<file path="config.mk">
export PLATFORM = sky130hd
export DESIGN_NAME = fp_mul_div_seq
export DESIGN_NICKNAME = d
export VERILOG_FILES = /design/src/rtl/fp_pkg.sv /design/src/rtl/fp_round_pack.sv /design/src/rtl/fp_mul_div_seq.sv
export SDC_FILE = /design/constraint.sdc
export NUM_CORES = 1
export LEC_CHECK = 0
export CAP_MARGIN = 10
export CORE_MARGIN = 3
export CORE_UTILIZATION = 40
export DETAILED_ROUTE_END_ITERATION = 8
export PLACE_DENSITY_LB_ADDON = 0.1
export REMOVE_ABC_BUFFERS = 1
export SLEW_MARGIN = 30
export SYNTH_ARGS = -nofsm -noshare
export SYNTH_HDL_FRONTEND = slang
export SYNTH_SLANG_ARGS = --single-unit
</file>
<file path="constraint.sdc">
create_clock -name clk -period 8.8 [get_ports clk]
set_clock_uncertainty 0.05 [all_clocks]
set_input_delay 0.88 -clock clk [delete_from_list [all_inputs] [get_ports clk]]
set_output_delay 0.88 -clock clk [all_outputs]
set_load 0.02 [all_outputs]
</file>
<file path="src/rtl/fp_pkg.sv">
// Shared definitions for the sequential floating-point multiply/divide unit.
package fp_pkg;

    localparam int unsigned EXP_W_DEF = 8;
    localparam int unsigned MAN_W_DEF = 23;

    // Flag vector layout {invalid, divzero, overflow, underflow, inexact}
    localparam int unsigned FLAG_W  = 5;
    localparam int unsigned FLAG_NV = 4;
    localparam int unsigned FLAG_DZ = 3;
    localparam int unsigned FLAG_OF = 2;
    localparam int unsigned FLAG_UF = 1;
    localparam int unsigned FLAG_NX = 0;

    typedef enum logic {
        OP_MUL = 1'b0,
        OP_DIV = 1'b1
    } op_t;

    typedef enum logic [2:0] {
        IDLE  = 3'd0,
        CHECK = 3'd1,
        ITER  = 3'd2,
        ROUND = 3'd3,
        DONE  = 3'd4
    } state_t;

    // Exponent bias 2^(exp_w-1)-1
    function automatic int unsigned fp_bias(input int unsigned exp_w);
        return (32'd1 << (exp_w - 32'd1)) - 32'd1;
    endfunction

endpackage

</file>
<file path="src/rtl/fp_round_pack.sv">
// Normalize by at most one bit, round to nearest-even, and pack with
// overflow/underflow handling. Purely combinational.
module fp_round_pack
    import fp_pkg::*;
#(
    parameter int unsigned EXP_W = EXP_W_DEF,
    parameter int unsigned MAN_W = MAN_W_DEF
) (
    input  logic                   sign,
    input  logic [EXP_W+1:0]       exponent,   // biased, two's complement
    input  logic [MAN_W+3:0]       sig,        // {2s, 1s, fraction, guard, round}
    input  logic                   sticky,
    output logic [EXP_W+MAN_W:0]   result_c,
    output logic [FLAG_W-1:0]      flags_c
);

    localparam int unsigned EW   = EXP_W + 2;
    localparam int unsigned MR_W = MAN_W + 2;
    localparam logic [EW-1:0] EXP_MAX = EW'((32'd1 << EXP_W) - 32'd1);

    logic [MAN_W:0]  mant;
    logic            g;
    logic            r;
    logic            s;
    logic [EW-1:0]   exp_n;
    logic [EW-1:0]   exp_r;
    logic [MR_W-1:0] mant_r;
    logic [MAN_W-1:0] frac_r;
    logic            round_up;
    logic            inexact;

    // Normalize, round, then range-check the final exponent
    always_comb begin
        mant     = '0;
        g        = 1'b0;
        r        = 1'b0;
        s        = 1'b0;
        exp_n    = exponent;
        if (sig[MAN_W+3]) begin
            mant  = sig[MAN_W+3:3];
            g     = sig[2];
            r     = sig[1];
            s     = sig[0] | sticky;
            exp_n = exponent + EW'(1);
        end else begin
            mant  = sig[MAN_W+2:2];
            g     = sig[1];
            r     = sig[0];
            s     = sticky;
        end

        round_up = g & (r | s | mant[0]);
        inexact  = g | r | s;
        mant_r   = {1'b0, mant} + MR_W'(round_up);
        exp_r    = exp_n + EW'(mant_r[MR_W-1]);
        frac_r   = mant_r[MR_W-1] ? mant_r[MAN_W:1] : mant_r[MAN_W-1:0];

        result_c          = {sign, exp_r[EXP_W-1:0], frac_r};
        flags_c           = '0;
        flags_c[FLAG_NX]  = inexact;

        if (exp_r[EW-1] || (exp_r == '0)) begin
            result_c         = {sign, {(EXP_W+MAN_W){1'b0}}};
            flags_c[FLAG_UF] = 1'b1;
            flags_c[FLAG_NX] = 1'b1;
        end else if (exp_r >= EXP_MAX) begin
            result_c         = {sign, {EXP_W{1'b1}}, {MAN_W{1'b0}}};
            flags_c[FLAG_OF] = 1'b1;
            flags_c[FLAG_NX] = 1'b1;
        end
    end

endmodule

</file>
<file path="src/rtl/fp_mul_div_seq.sv">
// Sequential IEEE-754-style multiply (shift-add) / divide (restoring) unit
// with valid/ready handshakes on both sides.
module fp_mul_div_seq
    import fp_pkg::*;
#(
    parameter int unsigned EXP_W = EXP_W_DEF,
    parameter int unsigned MAN_W = MAN_W_DEF
) (
    input  logic                  clk,
    input  logic                  rst,
    input  logic                  in_valid,
    output logic                  in_ready,
    input  logic                  op,
    input  logic [EXP_W+MAN_W:0]  a,
    input  logic [EXP_W+MAN_W:0]  b,
    output logic                  out_valid,
    input  logic                  out_ready,
    output logic [EXP_W+MAN_W:0]  result,
    output logic [FLAG_W-1:0]     flags
);

    localparam int unsigned W     = 1 + EXP_W + MAN_W;
    localparam int unsigned EW    = EXP_W + 2;
    localparam int unsigned NM    = MAN_W + 1;     // multiply iterations
    localparam int unsigned ND    = MAN_W + 4;     // divide iterations
    localparam int unsigned PW    = 2 * NM;
    localparam int unsigned SIG_W = MAN_W + 4;
    localparam int unsigned CNT_W = $clog2(ND + 1);
    localparam int unsigned BIAS  = fp_bias(EXP_W);

    localparam logic [W-1:0] QNAN = {1'b0, {EXP_W{1'b1}}, 1'b1, {(MAN_W-1){1'b0}}};

    state_t            state;
    state_t            state_d;
    op_t               op_q;
    logic [W-1:0]      a_q;
    logic [W-1:0]      b_q;
    logic [CNT_W-1:0]  cnt;
    logic [PW-1:0]     prod;
    logic [MAN_W+1:0]  rem;
    logic [ND-1:0]     quo;

    logic [EXP_W-1:0]  exp_a;
    logic [EXP_W-1:0]  exp_b;
    logic [NM-1:0]     ma;
    logic [NM-1:0]     mb;
    logic              sign_ab;
    logic              a_zero, a_inf, a_nan;
    logic              b_zero, b_inf, b_nan;
    logic              special;
    logic [W-1:0]      spec_result;
    logic [FLAG_W-1:0] spec_flags;
    logic [EW-1:0]     exp_mul;
    logic [EW-1:0]     exp_div;
    logic [NM:0]       add_sum;
    logic              div_ge;
    logic [MAN_W+1:0]  rem_sel;
    logic              last_iter;
    logic              accept;
    logic [SIG_W-1:0]  rp_sig;
    logic              rp_sticky;
    logic [EW-1:0]     rp_exp;
    logic [W-1:0]      rp_result;
    logic [FLAG_W-1:0] rp_flags;

    // Operand field decode and exponent arithmetic
    always_comb begin
        exp_a   = a_q[W-2:MAN_W];
        exp_b   = b_q[W-2:MAN_W];
        ma      = {1'b1, a_q[MAN_W-1:0]};
        mb      = {1'b1, b_q[MAN_W-1:0]};
        sign_ab = a_q[W-1] ^ b_q[W-1];
        a_zero  = (exp_a == '0);
        b_zero  = (exp_b == '0);
        a_inf   = (exp_a == '1) && (a_q[MAN_W-1:0] == '0);
        b_inf   = (exp_b == '1) && (b_q[MAN_W-1:0] == '0);
        a_nan   = (exp_a == '1) && (a_q[MAN_W-1:0] != '0);
        b_nan   = (exp_b == '1) && (b_q[MAN_W-1:0] != '0);
        exp_mul = EW'(exp_a) + EW'(exp_b) - EW'(BIAS);
        // Quotient significand is treated as one binade higher, hence the -1
        exp_div = EW'(exp_a) - EW'(exp_b) + EW'(BIAS) - EW'(1);
    end

    // Special-operand classification and their fixed results
    always_comb begin
        special     = 1'b0;
        spec_result = '0;
        spec_flags  = '0;
        if (a_nan || b_nan) begin
            special     = 1'b1;
            spec_result = QNAN;
        end else if (op_q == OP_MUL) begin
            if ((a_zero && b_inf) || (a_inf && b_zero)) begin
                special             = 1'b1;
                spec_result         = QNAN;
                spec_flags[FLAG_NV] = 1'b1;
            end else if (a_inf || b_inf) begin
                special     = 1'b1;
                spec_result = {sign_ab, {EXP_W{1'b1}}, {MAN_W{1'b0}}};
            end else if (a_zero || b_zero) begin
                special     = 1'b1;
                spec_result = {sign_ab, {(W-1){1'b0}}};
            end
        end else begin
            if ((a_inf && b_inf) || (a_zero && b_zero)) begin
                special             = 1'b1;
                spec_result         = QNAN;
                spec_flags[FLAG_NV] = 1'b1;
            end else if (a_inf) begin
                special     = 1'b1;
                spec_result = {sign_ab, {EXP_W{1'b1}}, {MAN_W{1'b0}}};
            end else if (b_zero) begin
                special             = 1'b1;
                spec_result         = {sign_ab, {EXP_W{1'b1}}, {MAN_W{1'b0}}};
                spec_flags[FLAG_DZ] = 1'b1;
            end else if (b_inf || a_zero) begin
                special     = 1'b1;
                spec_result = {sign_ab, {(W-1){1'b0}}};
            end
        end
    end

    // One step of shift-add multiply and restoring divide
    always_comb begin
        add_sum   = {1'b0, prod[PW-1:NM]} + (prod[0] ? {1'b0, ma} : '0);
        div_ge    = (rem >= {1'b0, mb});
        rem_sel   = div_ge ? (rem - {1'b0, mb}) : rem;
        last_iter = (op_q == OP_DIV) ? (cnt == CNT_W'(ND - 1)) : (cnt == CNT_W'(NM - 1));
        accept    = (state == IDLE) && in_valid && in_ready;
    end

    // Round-and-pack operand selection
    always_comb begin
        if (op_q == OP_DIV) begin
            rp_sig    = quo;
            rp_sticky = (rem != '0);
            rp_exp    = exp_div;
        end else begin
            rp_sig    = prod[PW-1 -: SIG_W];
            rp_sticky = (prod[PW-SIG_W-1:0] != '0);
            rp_exp    = exp_mul;
        end
    end

    fp_round_pack #(
        .EXP_W (EXP_W),
        .MAN_W (MAN_W)
    ) u_round_pack (
        .sign     (sign_ab),
        .exponent (rp_exp),
        .sig      (rp_sig),
        .sticky   (rp_sticky),
        .result_c (rp_result),
        .flags_c  (rp_flags)
    );

    // State register
    always_ff @(posedge clk or posedge rst) begin
        if (rst) begin
            state <= IDLE;
        end else begin
            state <= state_d;
        end
    end

    // Next-state logic
    always_comb begin
        state_d = state;
        case (state)
            IDLE:    if (in_valid && in_ready) state_d = CHECK;
            CHECK:   state_d = special ? DONE : ITER;
            ITER:    if (last_iter) state_d = ROUND;
            ROUND:   state_d = DONE;
            DONE:    if (out_valid && out_ready) state_d = IDLE;
            default: state_d = IDLE;
        endcase
    end

    // Handshake outputs registered from the next state
    always_ff @(posedge clk or posedge rst) begin
        if (rst) begin
            in_ready  <= 1'b1;
            out_valid <= 1'b0;
        end else begin
            in_ready  <= (state_d == IDLE);
            out_valid <= (state_d == DONE);
        end
    end

    // Operand capture, iteration datapath and result registers
    always_ff @(posedge clk or posedge rst) begin
        if (rst) begin
            op_q   <= OP_MUL;
            a_q    <= '0;
            b_q    <= '0;
            cnt    <= '0;
            prod   <= '0;
            rem    <= '0;
            quo    <= '0;
            result <= '0;
            flags  <= '0;
        end else begin
            case (state)
                IDLE: begin
                    if (accept) begin
                        op_q <= op_t'(op);
                        a_q  <= a;
                        b_q  <= b;
                    end
                end
                CHECK: begin
                    cnt  <= '0;
                    prod <= {{NM{1'b0}}, mb};
                    rem  <= {1'b0, ma};
                    quo  <= '0;
                    if (special) begin
                        result <= spec_result;
                        flags  <= spec_flags;
                    end
                end
                ITER: begin
                    cnt <= cnt + CNT_W'(1);
                    if (op_q == OP_DIV) begin
                        rem <= rem_sel << 1;
                        quo <= {quo[ND-2:0], div_ge};
                    end else begin
                        prod <= {add_sum, prod[NM-1:1]};
                    end
                end
                ROUND: begin
                    result <= rp_result;
                    flags  <= rp_flags;
                end
                default: ;
            endcase
        end
    end

endmodule

</file>
* Word-level counts from Yosys, hierarchy flattened
Index checks and enable logic that the tools add are counted.
** Storage, ports and cells
- Word-level logic and storage cells :: 141
- Register bits :: 212
- Output and inout port bits :: 39
- Input bits :: 69
** Operators by class
- Magnitude comparators :: 2
- Reductions and logical operators :: 36
- Mux-type cells :: 61
- Bitwise operators :: 7
- Add/subtract/negate cells :: 11
- Equal/unequal tests :: 12
** Operators with widths (number)
- $mux 32 :: 10
- $pmux 48 s2 :: 1
- $mux 24 :: 3
- $pmux 32 s2 :: 1
- $mux 31 :: 2
- $mux 27 :: 2
- $pmux 27 s2 :: 1
- $pmux 25 s2 :: 1
- $mux 48 :: 1
- $logic_not 23->1 :: 2
- $reduce_bool 23->1 :: 2
- $mux 1 :: 26
- $add 24x1->25 :: 1
- $add 24x24->25 :: 1
- $ge 25x24->1 :: 1
- $mux 25 :: 1
- $reduce_bool 25->1 :: 1
- $sub 24x24->24 :: 1
- $mux 23 :: 1
- $reduce_bool 21->1 :: 1
- $mux 10 :: 2
- $pmux 5 s2 :: 2
- $eq 8x8->1 const B :: 2
- $logic_not 8->1 :: 2
- other kinds (27) :: 61

* Longest topological paths before layout
Gate-level depths: netlist (run 1).
- Depth after elaboration :: 13
- Mapped depth :: 33
- Gate-level depth less buffers :: 27

* Hierarchy
A second synthesis (run 1) with hierarchy kept.
** Unflattened totals
- Cells, all modules :: 1723
- Area total of the unflattened synthesis :: 14836.7 um^2
** Modules (own cells, without submodules)
- fp_mul_div_seq :: times used 1, area an instance 12702.2 um^2, cells each 1403, seq. area each 5306.3 um^2
- fp_round_pack :: times used 1, area an instance 2134.5 um^2, cells each 320, seq. area each 0.0 um^2

* Least setup slack after synthesis (run 1)
Ideal clock, no wire load.
- Path kind :: reg-to-reg
- Start :: reg op_q
- End :: reg result[26]
- Data required time :: 8.608 ns
- Buffers on the path :: 8
- Cell stages (with the launch flop) :: 33
- Data arrival time :: 6.649 ns
- Setup slack :: 1.959 ns
- Clock period less this slack :: 6.841 ns
- Path through :: dfrtp_1 > buf_4 > buf_6 > buf_4 > buf_2 > buf_2 > buf_2 > buf_1 > buf_1 > a211oi_1 > a21oi_1 > o21a_1 > ha_1 > ha_1 > inv_1 > a211oi_1 > nand2_1 > or3_1 > nor2_1 > nand4_1 > or2_2 > a211o_1 > inv_1 > ha_1 > ha_1 > nand2_1 > o31ai_1 > a31o_2 > o2111ai_1 > o41ai_1 > a311oi_2 > a21oi_2 > a211oi_1
** Between the ends
- Longest elaborated chain between the ends :: 12
- Elaborated cells on any way between the ends :: 28
** RTL lines
- start, declared :: RTL line fp_mul_div_seq.sv:35 : op_t op_q;
- start signal, assigned :: RTL line fp_mul_div_seq.sv:206 : op_q <= op_t'(op);
- $mux 27 / $mux 1 (equally long branches) :: RTL line fp_mul_div_seq.sv:134 : if (op_q == OP_DIV) begin
- $or 1x1->1 :: RTL line fp_round_pack.sv:43 : s = sig[0] | sticky;
- $mux 1 :: RTL line fp_round_pack.sv:39 : if (sig[MAN_W+3]) begin
- $or 1x1->1 (2 in series) :: RTL line fp_round_pack.sv:52 : round_up = g & (r | s | mant[0]);
- $and 1x1->1 :: RTL line fp_round_pack.sv:52
- $add 24x1->25 :: RTL line fp_round_pack.sv:54 : mant_r = {1'b0, mant} + MR_W'(round_up);
- $add 10x1->10 :: RTL line fp_round_pack.sv:55 : exp_r = exp_n + EW'(mant_r[MR_W-1]);
- $ge 10x8->1 / $logic_not 10->1 (equally long branches) :: RTL line fp_round_pack.sv:66, fp_round_pack.sv:62
- $mux 31 / $logic_or 1x1->1 (equally long branches) :: RTL line fp_round_pack.sv:66, fp_round_pack.sv:62
- $mux 31 :: RTL line fp_round_pack.sv:62 : if (exp_r[EW-1] || (exp_r == '0)) begin
- $pmux 32 s2 :: RTL line fp_mul_div_seq.sv:203 : case (state)
- end signal, assigned :: RTL line fp_mul_div_seq.sv:217 : result <= spec_result;
- end signal, assigned :: RTL line fp_mul_div_seq.sv:231 : result <= rp_result;
- end, declared :: RTL line fp_mul_div_seq.sv:18 : output logic [EXP_W+MAN_W:0] result,
Several ways; a longest one is shown, not always the timed one. The select of a mux whose other input is x is not followed.
A chain may end at the register's enable or synchronous reset.

* Worst setup path after layout (run 1)
Ends and elaborated chain as after synthesis.

==> impl_metrics.py, run 1 <==
metrics = {
    "outcome": {
        "outcome": "completed",
    },
    "placed_design": {
        "place_ws_ps": 1770,
        "port_buffers": 107,
        "gp_congestion": 0.887,
        "hpwl_um": 30700,
    },
    "job": {
        "cap_violations": 0,
    },
    "synthesis": {
        "synth_top_area_share": 0.369,
        "ys_ff_latch": 212,
        "synth_commonest_cells": "nand2_1 (252), dfrtp_1 (211), o21ai_0 (138)",
        "yosysWarnings": 0,
        "synth_ff_type": "dfrtp_1",
        "mappedNetlistArea_um2": 14300,
        "synth_enable_flop_cells": 0,
        "synth_top_area_cell": "dfrtp_1",
        "yosysSeqAreaShare": 0.371,
        "yosys-top-cells-area": "dfrtp_1 (37%), ha_1 (6.7%), nand2_1 (6.6%), o21ai_0 (4.8%), nor2_1 (3.5%)",
        "synthArstFlopShare": 1.00,
        "yosysMostFrequentCell": "nand2_1",
        "ys_types": 84,
        "avgSynthCellArea_um2": 8.48,
        "synthCells": 1687,
    },
    "timing": {
        "clock.fmax_mhz": 141,
        "finalCritPeriodShare": 0.805,
        "slew_viol_final": 0,
        "slew-limit-headroom": 0.323,
        "fin_ws_ps": 1720,
        "setup_tns_ps": 0,
        "final-hold-violation-count": 0,
        "rsz0062_at_grt": "no",
        "finalCriticalPeriod_ps": 7080,
        "max_slew.worst_pin.slew_ps": 1010,
        "setup_viol": 0,
    },
    "critical_path": {
        "regToRegStartpoint": "op_q$_DFFE_PP0P_",
        "crit_path_end_kind": "flip-flop",
        "worstPathRequired_ps": 9150,
        "crit_arrival_ps": 7430,
        "criticalPathCategory": "reg -> reg",
        "worstPathMaxFanout": 56,
        "cp-start-kind": "flip-flop",
        "crit_start": "op_q$_DFFE_PP0P_",
    },
    "routing": {
        "ant_nets": 0,
        "via_per_inst": 5.62,
        "vias": 12594,
        "drc": 0,
        "detail_route.wl_per_cell_um": 18.5,
        "firstDrtPassIters": 7,
        "drt_iter0_markers": 711,
        "postRouteWirelength_um": 41500,
    },
    "clock_network": {
        "clk_latency_ps": 550,
        "cts_tree": "done",
        "cts.path.max_buffers": 3,
        "cts_resized": 0,
        "clock_sinks": 212,
        "cts_root_buf": "clkbuf_16",
        "htree_num_levels": 1,
        "cts.reportedPaths.clkPinSlew_ps": 60,
        "cts_setup_buffers": 0,
        "cts_buffers": 27,
        "cts_hold_buffers": 0,
    },
    "floorplanning": {
        "die_area_um2": 38100,
        "die_w_um": 195,
        "initial_core_util": 0.410,
        "io-pin-count": 108,
        "fp.coreArea_um2": 34900,
        "die_h_um": 195,
        "rows": 68,
    },
    "final_layout": {
        "diodes": 0,
        "layout-drive-gt1-share": 0.0796,
        "fill_cells": 3413,
        "nets": 1914,
        "fin_util": 0.480,
        "syn_to_final_growth_pct": 17.0,
    },
    "pwr": {
        "p_int_mw": 3.99,
        "ir_drop_uv": 201,
        "power.switching_mw": 3.66,
        "seqPwrFrac": 0.241,
        "power_leakage_nw": 7.20,
        "p_sw_frac": 0.479,
        "combPwrFrac": 0.608,
        "total_power_mw": 7.65,
        "clkPwrFrac": 0.152,
        "powerDensity_nw_per_um2": 457,
    },
    "global_route": {
        "grt_usage": 0.212,
        "grt_max_degree": 94,
        "grt_pass1_wl_um": 66600,
        "grt_antenna_before_repair": 0,
        "grt_pass1_vias": 12070,
        "grt_overflow": 0,
    },
    "worst_hold_path": {
        "holdCritPathClass": "reg -> reg",
        "worstHoldStart": "flags[2]$_DFFE_PP0P_",
    },
}
## layer usage
metal / global-route usage / wire [µm]
met5: 0 / 0
met1: 0.302 / 19600
met3: 0.0262 / 1610
met2: 0.351 / 19400
met4: 0.0441 / 825
## per-stage QoR
stage          cell area, µm²  hold WS (ps)  std cells
2_1_floorplan           14000           405       1612
3_3_place_gp            15800           419       2190
3_5_place_dp            15800           420       2190
4_1_cts                 16700           432       2240
5_1_grt                 16700           462       2240
6_report                16700           425       2240
## critical path, cell delays in order, from the launching register on
cell       delay (ps)
dfrtp_2           640
buf_4             590
nor4_1            120
nand4_1           120
o22ai_1           140
o21ai_0           150
o21a_1            170
ha_1              160
ha_1              170
inv_1              60
a211oi_1          230
nand2_1           120
or3_1             460
nor2_1            170
nand4_1           150
or2_2             370
a211o_1           350
inv_1             130
ha_1              210
ha_1              200
nand2_1           110
o31ai_1           580
a31o_2            270
o2111ai_1         160
o41ai_1           400
a311oi_2          200
a21oi_2           350
a211oi_1           80
## worst paths after layout
path / cells past startpoint / end / slack, ps
max: 27 / result[26]$_DFFE_PP0P_ / 1720
min: 2 / flags[2]$_DFFE_PP0P_ / 420
max reg2reg: 27 / result[26]$_DFFE_PP0P_ / 1720
min reg2reg: 2 / flags[2]$_DFFE_PP0P_ / 420
max in group asynchronous: 3 / rem[5]$_DFFE_PP0P_ / 6710
min in group asynchronous: 2 / a_q[13]$_DFFE_PP0P_ / 800
## state kept, by name (all words and copies together), names as in the netlist
register,count
a_q,32
b_q,32
cnt,5
flags,5
in_ready,1
op_q,1
out_valid,1
prod,48
quo,27
rem,25
result,32
state,3
## power groups by stage
stage | clock network, mW | registers, mW | logic (mW)
floorplan | 0 | 1.78 | 3.41
CTS | 1.19 | 1.84 | 4.65
global placement | 0 | 1.85 | 4.58
finish | 1.16 | 1.84 | 4.65
global route | 1.23 | 1.91 | 5.20
detailed placement | 0 | 1.86 | 4.62
## cell type report
type | instances | area (µm²) | share of cell area
multi-input combinational | 1336 | 8490 | 0.507
sequential | 212 | 5310 | 0.317
timing repair buffer | 123 | 1190 | 0.0713
clock inverter | 15 | 188 | 0.0112
tap | 455 | 569 | 0.0340
inverter | 64 | 248 | 0.0148
clock buffer | 35 | 746 | 0.0445
## cell usage in the layout (no fill, tap or decap), types with 36 or more instances in the layout
cell,n
mux2i_1,36
xnor2_1,41
clkdlybuf4s50_1,107
a211oi_1,39
nand2_1,252
dfrtp_1,209
o21ai_0,138
a21oi_1,87
nand3_1,68
ha_1,77
inv_1,63
nor2_1,130
mux2_2,41
## logic make-up (layout without fill, tap and decap cells)
logic type,Yosys count,count (layout),share of synthesized area
buf+inv,139,237,0.0380
flops,212,212,0.371
xor+xnor,71,71,0.0444
simple gates,669,669,0.222
compound gates,437,437,0.194
fa+ha+maj,82,82,0.0736
mux,77,77,0.0574
Note: power is estimated with default switching activity, not from simulation.
==> run 2: changes to the inputs <==
Clock period 8.8 ns to 7 ns, I/O delays scaled along.
==> run 2 against run 1 <==
Hold slack improved by 9.1 ps. Register-to-register slack got worse by 1100 ps. Cell count increased by 0.22%. Die area unchanged. Total power increased by 25%. Fmax increased by 12%. Largest power group unchanged. First-iteration DRC count increased by 5.6%. Routed wire length decreased by 1.2%.
==> impl_metrics.py, run 2 (synthesis gave the netlist of run 1 again) <==
metrics = {
    "floorplanning": {
        "io-pin-count": 108,
        "die_area_um2": 38100,
        "die_h_um": 195,
        "die_w_um": 195,
        "fp.coreArea_um2": 34900,
        "initial_core_util": 0.410,
        "rows": 68,
    },
    "critical_path": {
        "r2r_setup_slack_ps": 660,
        "crit_path_end_kind": "flip-flop",
        "criticalPathCategory": "reg -> reg",
        "regToRegStartpoint": "op_q$_DFFE_PP0P_",
        "cp-start-kind": "flip-flop",
        "reg2reg_to": "result[23]$_DFFE_PP0P_",
        "crit_arrival_ps": 6690,
        "worstPathRequired_ps": 7350,
        "worstPathMaxFanout": 20,
        "reg2reg_depth": 25,
    },
    "clock_network": {
        "cts.path.max_buffers": 3,
        "cts_tree": "done",
        "clock_sinks": 212,
        "cts_hold_buffers": 0,
        "clk_latency_ps": 540,
        "cts_root_buf": "clkbuf_16",
        "cts_buffers": 26,
        "cts.reportedPaths.clkPinSlew_ps": 60,
        "cts_setup_buffers": 0,
        "htree_num_levels": 1,
    },
    "timing": {
        "fin_ws_ps": 661,
        "slew-limit-headroom": 0.377,
        "clock.fmax_mhz": 158,
        "finalCriticalPeriod_ps": 6340,
        "final-hold-violation-count": 0,
        "slew_viol_final": 0,
        "setup_viol": 0,
        "max_slew.worst_pin.slew_ps": 933,
        "finalCritPeriodShare": 0.906,
        "rsz0062_at_grt": "no",
    },
    "placed_design": {
        "gp_congestion": 0.858,
        "port_buffers": 107,
        "place_ws_ps": 500,
        "hpwl_um": 30700,
        "place_area_um2": 15900,
        "place_inst": 2197,
    },
    "routing": {
        "detail_route.wl_per_cell_um": 18.3,
        "wl_met1_um": 19300,
        "dr_wl_met3_um": 1680,
        "ant_nets": 0,
        "firstDrtPassIters": 6,
        "maxUsedRoutingLayer": "met4",
        "wl_met2_um": 19200,
        "vias": 12568,
        "drt_iter0_markers": 751,
        "postRouteWirelength_um": 41000,
        "via_per_inst": 5.60,
        "drc": 0,
    },
    "final_layout": {
        "fin_util": 0.480,
        "seqCellArea_um2": 5310,
        "finalNonFillerCells": 2245,
        "layout_common_cells": "nand2_1 (252), dfrtp_1 (210), o21ai_0 (138)",
        "diodes": 0,
        "multi_input_area_um2": 8490,
        "syn_to_final_growth_pct": 16.9,
        "fin_area_um2": 16700,
        "layout-drive-gt1-share": 0.0810,
        "final_common_cell": "nand2_1",
        "nets": 1920,
        "largest_register": "prod",
        "fill_cells": 3489,
        "largest_reg_flops": 48,
    },
    "global_route": {
        "grt_usage": 0.209,
        "grt_pass1_wl_um": 66000,
        "grt_overflow": 0,
        "grt_max_degree": 97,
        "grt_antenna_before_repair": 0,
        "grt_pass1_vias": 12130,
    },
    "pwr": {
        "powerDensity_nw_per_um2": 570,
        "p_int_mw": 4.95,
        "combPwrFrac": 0.620,
        "power_leakage_nw": 7.21,
        "seqPwrFrac": 0.239,
        "p_sw_frac": 0.481,
        "clkPwrFrac": 0.141,
        "power.switching_mw": 4.59,
        "ir_drop_uv": 281,
    },
    "worst_hold_path": {
        "hold_depth": 2,
        "hold_end": "result[12]$_DFFE_PP0P_",
        "worstHoldStart": "result[12]$_DFFE_PP0P_",
        "holdCritPathClass": "reg -> reg",
    },
    "outcome": {
        "outcome": "completed",
    },
    "job": {
        "cap_violations": 0,
    },
}
## run 2: cell types whose count changed in the layout (fill, tap and decap cells not counted), moves of 2 or more
cell,change
clkbuf_1,+2
dfrtp_2,-2
bufinv_16,-3
buf_4,+6
## run 2: routing by layer
layer	vias to the layer above	global-route usage
met1	6059	0.293
li1	6228	-
met4	0	0.0446
met5	-	0
met3	51	0.0259
met2	230	0.349
## run 2: final cells by class
cell class | count | share of cell area
Timing Repair Buffer | 130 | 0.0758
Clock inverter | 10 | 0.00486
Multi-Input combinational cell | 1336 | 0.507
Sequential cell | 212 | 0.317
Tap cell | 455 | 0.0340
Inverter | 64 | 0.0148
Clock buffer | 38 | 0.0458
## run 2: worst max path at each step
| stage | start | endpoint | slack, ps | cells past startpoint |
|---|---|---|---|---|
| after floorplan | op_q$_DFFE_PP0P_ | result[26]$_DFFE_PP0P_ | -320 | 24 |
| after global placement | op_q$_DFFE_PP0P_ | result[26]$_DFFE_PP0P_ | 630 | 25 |
| after detailed placement | op_q$_DFFE_PP0P_ | result[23]$_DFFE_PP0P_ | 500 | 25 |
| after CTS | op_q$_DFFE_PP0P_ | result[23]$_DFFE_PP0P_ | 460 | 25 |
| after global routing | op_q$_DFFE_PP0P_ | result[26]$_DFFE_PP0P_ | 40 | 25 |
| final | op_q$_DFFE_PP0P_ | result[23]$_DFFE_PP0P_ | 660 | 25 |
## run 2: timing repair
action | CTS | global route
endpoints found under the setup margin | 0 | 15
endpoints found under the hold margin | 0 | 0
gates resized for setup | 0 | 2
## run 2: per-stage QoR
step,hold WS (ps),TNS [ps],power (mW)
floorplan,405,-6150,6.53
global placement,420,0,8.09
detailed placement,430,0,8.18
CTS,443,0,9.57
global route,458,0,10.4
finish,434,0,9.53
## run 2: worst max-delay path, cell delays in order, from the launching register on
cell       delay (ps)
dfrtp_4           590
mux2i_1           160
buf_4             210
o21ai_0           240
o21a_1            170
ha_1              160
ha_1              170
inv_1              60
a211oi_1          230
nand2_1           120
or3_1             460
nor2_1            180
nand4_1           150
or2_2             360
a211o_1           350
inv_1             130
ha_1              200
ha_1              190
nand2_1           110
o31ai_2           400
a31o_2            230
o2111ai_1         170
o41ai_1           440
a311oi_2          200
a21oi_2           370
a211oi_1           90
## run 2: power by group through the flow
stage                     sequential (mW)  clock, mW  combinational (mW)
after floorplan                      2.24          0                4.29
after global placement               2.28          0                5.80
after detailed placement             2.30          0                5.88
after CTS                            2.28       1.37                5.92
after global routing                 2.35       1.43                6.61
final                                2.28       1.34                5.91
==> run 3: changes to the inputs <==
Settings changed: CTS_CLUSTER_DIAMETER set to 30.
==> run 3 against run 2 <==
Routed wire length grew 1.6%. Critical path depth unchanged. Clock power up 100%. Global-route usage rose by 0.53 points. Sequential cell count is the same. Hold slack worse by 1.6 ps. Register-to-register slack is essentially flat. Worst setup slack worse by 4.9 ps. Combinational power about the same. Cell count is 2.4% higher. Die area unchanged. Sequential share of layout area is 2.1 points lower. Critical endpoint is now result[26]$_DFFE_PP0P_.
==> impl_metrics.py, run 3 (synthesis gave the netlist of run 1 again) <==
metrics = {
    "global_route": {
        "grt_antenna_before_repair": 0,
        "grt_max_degree": 97,
        "grt_pass1_wl_um": 66800,
        "grt_usage": 0.214,
        "grt_overflow": 0,
        "grt_pass1_vias": 12402,
    },
    "pwr": {
        "power_leakage_nw": 7.76,
        "ir_drop_uv": 311,
        "powerDensity_nw_per_um2": 610,
    },
    "timing": {
        "holdWs_ps": 432,
        "max_slew.worst_pin.slew_ps": 929,
        "slew_viol_final": 0,
        "finalCriticalPeriod_ps": 6340,
        "finalCritPeriodShare": 0.906,
        "clock.fmax_mhz": 158,
        "setup_viol": 0,
        "final-hold-violation-count": 0,
        "rsz0062_at_grt": "no",
        "slew-limit-headroom": 0.379,
    },
    "floorplanning": {
        "rows": 68,
        "initial_core_util": 0.410,
        "io-pin-count": 108,
        "die_area_um2": 38100,
        "die_h_um": 195,
        "fp.coreArea_um2": 34900,
        "die_w_um": 195,
    },
    "placed_design": {
        "port_buffers": 107,
        "gp_congestion": 0.858,
        "place_area_um2": 15900,
        "hpwl_um": 30700,
        "place_inst": 2197,
    },
    "clock_network": {
        "clock_sinks": 212,
        "cts.reportedPaths.clkPinSlew_ps": 40,
        "clk_latency_ps": 620,
        "cts_setup_buffers": 0,
        "cts_tree": "done",
        "cts.path.max_buffers": 3,
        "cts_root_buf": "clkbuf_16",
        "htree_num_levels": 2,
        "cts_buffers": 54,
    },
    "final_layout": {
        "diodes": 0,
        "layout-drive-gt1-share": 0.105,
        "finalNonFillerCells": 2299,
        "largest_register": "prod",
        "syn_to_final_growth_pct": 25.3,
        "fill_cells": 3351,
        "final_common_cell": "nand2_1",
        "fin_area_um2": 17900,
        "fin_util": 0.514,
        "nets": 1948,
        "layout_common_cells": "nand2_1 (252), dfrtp_1 (210), o21ai_0 (138)",
        "largest_reg_flops": 48,
    },
    "routing": {
        "drc": 0,
        "drt_iter0_markers": 627,
        "via_per_inst": 5.56,
        "postRouteWirelength_um": 41700,
        "ant_nets": 0,
        "vias": 12784,
        "detail_route.wl_per_cell_um": 18.1,
        "firstDrtPassIters": 5,
    },
    "critical_path": {
        "cpMaxStageDelayCell": "dfrtp_4",
        "cp-start-kind": "flip-flop",
        "cp_common_cell": "ha_1",
        "crit_arrival_ps": 6720,
        "worstPathRequired_ps": 7380,
        "cpPeakStageDelay_ps": 590,
        "r2r_setup_slack_ps": 660,
        "worstPathMaxFanout": 20,
        "criticalPathCategory": "reg -> reg",
        "crit_path_end_kind": "flip-flop",
    },
    "worst_hold_path": {
        "holdCritPathClass": "reg -> reg",
    },
    "outcome": {
        "outcome": "completed",
    },
    "job": {
        "cap_violations": 0,
    },
}
run 3: changes by cell type in the layout (fill, tap and decap cells not counted), sizes merged:
| cell | previous run | this run |
|---|---|---|
| clkbuf | 38 | 79 |
| bufinv | 1 | 10 |
| clkinvlp | 1 | 5 |
| clkinv | 7 | 8 |
| inv | 65 | 64 |
run 3: where the power goes:
part / total, mW / internal, mW / switching [mW] / leakage [nW]
Clock: 2.73 / 1.93 / 0.799 / 0.976
Sequential: 2.29 / 1.74 / 0.552 / 2.67
Combinational: 5.92 / 2.42 / 3.50 / 4.12
Total: 10.9 / 6.09 / 4.86 / 7.76
run 3: cell type report:
type | count | area [µm²] | share of cell area
multi-input combinational | 1336 | 8490 | 0.474
sequential | 212 | 5310 | 0.296
clock buffer | 79 | 1590 | 0.0884
timing repair buffer | 130 | 1270 | 0.0707
tap | 455 | 569 | 0.0317
clock inverter | 23 | 464 | 0.0259
inverter | 64 | 248 | 0.0138
run 3: path summary, 6_finish.rpt:
| check | from | to | depth (start not counted) |
|---|---|---|---|
| max | op_q$_DFFE_PP0P_ | result[26]$_DFFE_PP0P_ | 25 |
| min | result[12]$_DFFE_PP0P_ | result[12]$_DFFE_PP0P_ | 2 |
| max reg2reg | op_q$_DFFE_PP0P_ | result[26]$_DFFE_PP0P_ | 25 |
| min reg2reg | result[12]$_DFFE_PP0P_ | result[12]$_DFFE_PP0P_ | 2 |
| max in group asynchronous | rst | result[29]$_DFFE_PP0P_ | 3 |
| min in group asynchronous | rst | a_q[14]$_DFFE_PP0P_ | 2 |
run 3: worst max-delay path, delay by kind of cell, from the launching register on:
family / cells / cell delay (ps)
multiplexers: 1 / 160
AO/OA/AOI/OAI: 11 / 2830
AND/OR/NAND/NOR: 6 / 1380
buffers and inverters: 3 / 400
flip-flops: 1 / 590
adder cells (fa/ha/maj): 4 / 730
run 3: layer usage:
layer  share of wire  track usage  up-vias
met5               0            0        -
met4           0.021       0.0555        0
met3           0.043       0.0371       60
met2            0.47        0.353      247
met1            0.47        0.294     6175
li1                -            -     6302
run 3: timing repair:
item	CTS	global route
hold buffers	0	0
resized for setup	0	3
setup endpoints to repair	0	17
run 3: metrics by stage:
step	power, mW	worst slack [ps]	TNS [ps]
6_report	10.9	656	0
5_1_grt	11.8	75.3	0
4_1_cts	11.0	407	0
3_5_place_dp	8.18	500	0
3_3_place_gp	8.09	626	0
2_1_floorplan	6.53	-319	-6150
